### src/rtl/uart_tx_arbiter.sv
// rtl/uart_tx_arbiter.sv - round-robin arbiter sharing one UART transmitter between two byte sources
// Single registered FSM; all outputs come straight from flops so the tx core sees clean pulses.
module uart_tx_arbiter #(
  parameter int GAP = 16
) (
  input  logic       clk,
  input  logic       rst,
  input  logic       req0_valid,
  input  logic [7:0] req0_data,
  output logic       req0_ack,
  input  logic       req1_valid,
  input  logic [7:0] req1_data,
  output logic       req1_ack,
  input  logic       tx_ready,
  output logic       tx_start,
  output logic [7:0] tx_data,
  output logic       grant,
  output logic       busy
);

  localparam int CW = (GAP > 0) ? $clog2(GAP + 1) : 1;
  localparam logic [CW-1:0] GAP_LOAD = CW'((GAP > 0) ? GAP - 1 : 0);

  typedef enum logic [2:0] {
    S_IDLE,
    S_START,
    S_WAIT_BUSY,
    S_WAIT_DONE,
    S_GAP
  } state_t;

  state_t        state_q;
  logic [CW-1:0] cnt_q;
  logic          rr_q;
  logic          tx_start_q;
  logic          ack0_q;
  logic          ack1_q;
  logic [7:0]    tx_data_q;
  logic          grant_q;
  logic          win_d;

  // rr_q holds the last winner; on a tie the other requester goes next.
  always_comb begin
    win_d = req1_valid & (~req0_valid | ~rr_q);
  end

  always_ff @(posedge clk) begin
    if (rst) begin
      state_q    <= S_IDLE;
      cnt_q      <= '0;
      rr_q       <= 1'b1;
      tx_start_q <= 1'b0;
      ack0_q     <= 1'b0;
      ack1_q     <= 1'b0;
      tx_data_q  <= 8'h00;
      grant_q    <= 1'b0;
    end else begin
      tx_start_q <= 1'b0;
      ack0_q     <= 1'b0;
      ack1_q     <= 1'b0;
      case (state_q)
        S_IDLE: begin
          if (tx_ready && (req0_valid || req1_valid)) begin
            grant_q    <= win_d;
            rr_q       <= win_d;
            tx_data_q  <= win_d ? req1_data : req0_data;
            tx_start_q <= 1'b1;
            ack0_q     <= ~win_d;
            ack1_q     <= win_d;
            state_q    <= S_START;
          end
        end
        S_START: begin
          state_q <= S_WAIT_BUSY;
        end
        S_WAIT_BUSY: begin
          if (!tx_ready) state_q <= S_WAIT_DONE;
        end
        S_WAIT_DONE: begin
          if (tx_ready) begin
            if (GAP == 0) begin
              state_q <= S_IDLE;
            end else begin
              state_q <= S_GAP;
              cnt_q   <= GAP_LOAD;
            end
          end
        end
        S_GAP: begin
          if (cnt_q == '0) state_q <= S_IDLE;
          else cnt_q <= cnt_q - 1'b1;
        end
        default: state_q <= S_IDLE;
      endcase
    end
  end

  assign req0_ack = ack0_q;
  assign req1_ack = ack1_q;
  assign tx_start = tx_start_q;
  assign tx_data  = tx_data_q;
  assign grant    = grant_q;
  assign busy     = (state_q != S_IDLE);

endmodule

### config.mk
export PLATFORM = sky130hd
export DESIGN_NAME = uart_tx_arbiter
export DESIGN_NICKNAME = d
export VERILOG_FILES = /design/src/rtl/uart_tx_arbiter.sv
export SDC_FILE = /design/constraint.sdc
export NUM_CORES = 1
export LEC_CHECK = 0
export CAP_MARGIN = 20
export CORE_MARGIN = 5
export CORE_UTILIZATION = 39
export DETAILED_ROUTE_END_ITERATION = 7
export PLACE_DENSITY = 0.71
export RECOVER_POWER = 100
export SYNTH_ARGS = -nofsm -noshare
export SYNTH_HDL_FRONTEND = slang
export SYNTH_SLANG_ARGS = --single-unit
export TNS_END_PERCENT = 1
### constraint.sdc
create_clock -name clk -period 1.7 [get_ports clk]
set_clock_uncertainty 0.15 [all_clocks]
set_input_delay 0.34 -clock clk [delete_from_list [all_inputs] [get_ports clk]]
set_output_delay 0.34 -clock clk [all_outputs]
set_load 0.05 [all_outputs]
# --- Word-level counts from Yosys, hierarchy flattened ---
# Index checks and enable logic that the tools add are counted.
word_totals:
  ff_bits: 21
  latch_bits: 0
  ramBits: 0
  mem_bits_ro: 0
  output_inout_bits: 13
  memories: 0
classes:
  n_addsub: 1
  n_mul: 0
  div: 0
  magnitude_cmp: 0
  eq_ne: 9
  n_shift: 0
  muxes: 10
  bitwise_logic: 7
  n_reduce_logical: 11
op_table:
  columns: ["operator", "count"]
  rows:
  - ["one-hot mux 3 bit (5 select lines)", 1]
  - ["two-way mux 3 bit", 4]
  - ["two-way mux 5 bit", 2]
  - ["!= test 2 bit, second input constant", 5]
  - ["one-hot mux 5 bit (2 select lines)", 1]
  - ["two-way mux 8 bit", 1]
  - ["== test 3 x 2 -> 1 bit, second input constant", 2]
  - ["logical NOT 5 bit", 1]
  - ["inverter 1 bit", 5]
  - ["subtractor 5 x 1 -> 5 bit, second input constant", 1]
  - ["AND reduction 4 bit", 1]
  - ["== test 3 x 1 -> 1 bit, second input constant", 1]
  - ["== test 3 bit, second input constant", 1]
  - ["logical NOT 3 bit", 1]
  - ["AND reduction 3 bit", 1]
  - ["nonzero test 3 bit", 1]
  - ["OR reduction 3 bit", 1]
  - ["AND reduction 2 bit", 1]
  - ["nonzero test 2 bit", 1]
  - ["OR reduction 2 bit", 1]
  - ["bitwise AND 1 bit", 1]
  - ["logical AND 1 bit", 1]
  - ["logical OR 1 bit", 1]
  - ["two-way mux 1 bit", 1]
  - ["bitwise OR 1 bit", 1]

# --- Depth between registers and ports, before layout ---
depth:
  word_depth: 4
  depth_mapped: 6
  depth_no_buf: 5

# --- Least setup slack after synthesis ---
# Ideal clock, no wire load.
synth_path:
  kind: "register -> register"
  startpoint: "register cnt_q[0]"
  endpoint: "register cnt_q[1]"
  arrival_time_ps: 1436
  required_time_ps: 1409
  path_slack_ps: -27
  path_stages_with_launch: 7
  n_path_buf: 1
  period_less_slack_ps: 1727
  cell_sequence: "dfxtp_1 > inv_1 > ha_1 > or4b_4 > buf_6 > a211oi_1 > a311oi_1"
synth_between:
  elab_chain_len: 3
  elab_cells_between_ends: 6
  classes_between: "add/sub: 1; eq/ne: 1; mux: 2; reduce/logical: 2"
synth_lines:
  columns: ["element", "line", "source"]
  rows:
  - ["start, declared", "33", "logic [CW-1:0] cnt_q;"]
  - ["start signal, assigned", "91", "else cnt_q <= cnt_q - 1'b1;"]
  - ["subtractor 5 x 1 -> 5 bit or logical NOT 5 bit (tied branches)", "91, 90", null]
  - ["two-way mux 5 bit or != test 2 bit (tied branches)", null, null]
  - ["one-hot mux 5 bit (2 select lines) or AND reduction 3 bit (tied branches)", null, null]
# Parallel ways exist; a longest one is shown, timed or not. The select of a mux whose other input is x is not followed.
# A chain may end at the register's enable or synchronous reset.

# --- Final worst setup path ---
# Same ends and word-level chain as after synthesis.

==> reports/metrics.cfg <==
[global_routing]
grt_pass1_vias=942
grt_usage_pct=14.75
overflow=0
grt_max_degree=13
antenna_found_initial=0
grt_pass1_wl_microns=3995

[setup_path]
ff2ff_path_depth=4
critPathArrivalTime_ns=1.72
crit_path_end_kind=flop
start_kind=flop
critical_path.max_stage_delay_ns=0.52
crit_type=flop to flop
cp_max_fo=6
path_cells=inv_2 -> ha_4 -> or4b_4 -> a311oi_1
cpMaxStageDelayCell=or4b_4
critPathRequiredTime_ns=1.74

[pwr]
pwr_density_cell_nw_per_um2=788.8
peakVddDrop_v=0.0005288
power_leakage_nw=0.5931

[sta]
hold_viol=0
period_needed_ns=1.680
setup_viol=0
finalSetupTns_ns=0
fin_crit_sh_pct=98.82
layout_setup_ws_ns=0.02014
tightest_slew_ns=0.5096
final_max_slew_viol_count=0
fmax_ghz=0.5953
max-slew-margin-rel_pct=65.97
rsz0062_at_grt=true

[cts]
insertion_delay_ns=0.30
tritoncts=built
cts_buffers=3
htreeDepth=1
ctsHoldBuffers=0
cts.root.buffer_cell=clkbuf_4
path_clk_slew_ns=0.12
clockBufferDepth=2
clock_sinks=21

[synthesis]
ys_warn_count=0
synth_top_area_share_pct=44.27
synth_seq_cells=21
syn_area_per_cell_sq_um=9.892
ys_seq_area_share_pct=44.27
syn-num-nets=118
syn-cell-area_sq_um=949.7
synth.area.top_cells=dfxtp_1 44%, mux2i_1 8.4%, a211oi_1 7.1%, a21oi_1 5.3%, nor3_1 2.1%
yosys.area.top_type=dfxtp_1
ys_types=33
syn_inst=96

[die]
start_util_pct=41.73
dieWidth_microns=59.35
design.die.area_sq_um=3522
core.rowCount=17
dieHeight_microns=59.35
core_area_sq_um=2276
ios=34

[worst_hold_path]
whs_path_depth=1
hold_class=flop to flop

[route]
drtIter0Drc=25
ant_nets=0
first_pass_iters=4
avgViaCountPerCell=5.247
wl_per_cell_microns=14.20
num_vias=892
routed_wl_microns=2414
drc=0

[placed_design]
port_buffers=33
place.gp.congestion=0.8266
dp_hpwl_microns=1824
pre_cts_ws_ns=-0.1739

[layout]
drive_gt1_share_pct=31.69
area_delta_synth_final_pct=50.59
num-nets-final=165
antennaDiodeCount=0

[flow_run]
drv_cap=0

[status]
status=finished clean

## metrics by stage
step	instances	instance area, sq um	total power, mW	hold WS (ns)	util (%)
6_report	170	1430	1.128	0.3325	62.84
5_1_grt	170	1430	1.182	0.3531	62.84
4_1_cts	169	1570	1.216	0.3342	68.99
3_5_place_dp	165	1523	0.9730	0.3145	66.90
3_3_place_gp	165	1523	0.9649	0.3114	66.90
2_1_floorplan	96	957.2	0.7640	0.2657	-
## layer usage
layer,vias to the layer above,GRT usage (%),part of all wire (%),wire length [microns]
met5,-,0,0,0
met4,0,2.589,0.58,14
met2,27,24.49,48,1165
met3,2,7.625,7.2,175
li1,453,-,-,-
met1,410,16.99,44,1059
## state kept, by name, summed over array words and instances, names as in the netlist
| name | cells |
|---|---|
| state_q | 3 |
| tx_start | 1 |
| cnt_q | 5 |
| req1_ack | 1 |
| tx_data | 8 |
| grant | 1 |
| req0_ack | 1 |
| rr_q | 1 |
## critical path: cells and delay by family (launching register included)
kind	cells	cell delay, ns
buffers and inverters	1	0.07
AND/OR/NAND/NOR	1	0.52
flip-flops	1	0.34
AO/OA/AOI/OAI	1	0.36
adder cells (fa/ha/maj)	1	0.13
## cells in the mapped netlist, drive strengths merged
master and count:
a211o 1, a211oi 10, a21boi 1, a21oi 12
a311oi 1, a31o 1, and3 2, and4b 1
buf 3, clkbuf 3, dfxtp 21, ha 1
inv 4, mux2i 8, nand2 1, nand3 2
nand3b 1, nor2 5, nor2b 2, nor3 4
nor3b 2, nor4 2, nor4bb 2, o21a 1
o21ai 3, o41ai 1, or4b 1
## cells in the final DEF (no fill, tap or decap), types with 2 or more instances in the layout
cell type | Yosys | routed
dfxtp_2 | 0 | 2
buf_4 | 1 | 11
a211oi_2 | 1 | 2
clkdlybuf4s50_1 | 0 | 19
inv_2 | 0 | 3
clkbuf_2 | 0 | 12
dlymetal6s2s_1 | 0 | 2
nor2b_1 | 2 | 2
a21oi_1 | 10 | 10
nor4bb_1 | 2 | 2
and3_1 | 2 | 2
nor3_1 | 4 | 3
a211oi_1 | 9 | 8
mux2i_1 | 8 | 8
nor2_1 | 5 | 5
o21ai_0 | 3 | 3
dfxtp_1 | 21 | 18
clkbuf_4 | 0 | 3
buf_6 | 1 | 2
nand3_1 | 2 | 2
## layout make-up
cell class                      count  area [sq um]
Clock buffer                        3         22.52
Clock inverter                      1         5.005
Fill cell                         191         845.8
Inverter                            4         15.01
Multi-Input combinational cell     65         515.5
Sequential cell                    21         426.7
Tap cell                           28         35.03
Timing Repair Buffer               48         410.4
## cell families (layout without fill, tap and decap cells)
logic type / Yosys count / after routing / synth area share (%)
fa+ha+maj: 1 / 1 / 1.317
buf+inv: 10 / 56 / 5.269
mux: 8 / 8 / 8.432
compound gates: 31 / 31 / 22.40
simple gates: 25 / 25 / 18.31
flops: 21 / 21 / 44.27
## where the power goes
part | leakage [nW] | switching [mW] | internal, mW
Combinational | 0.402 | 0.199 | 0.136
Sequential | 0.174 | 0.0253 | 0.525
Clock | 0.0177 | 0.155 | 0.0877
Total | 0.593 | 0.379 | 0.749
## repair_timing
item	in CTS	in global routing
endpoints found under the setup margin	2	4
pin swaps	1	3
resized for setup	4	9
buffers inserted	0	1
## worst paths after layout
path         startpoint       end  slack (ns)
max            cnt_q[0]  cnt_q[1]        0.02
min            cnt_q[4]  cnt_q[4]        0.33
max reg2reg    cnt_q[0]  cnt_q[1]        0.02
min reg2reg    cnt_q[4]  cnt_q[4]        0.33
Note: power is estimated with default switching activity, not from simulation.
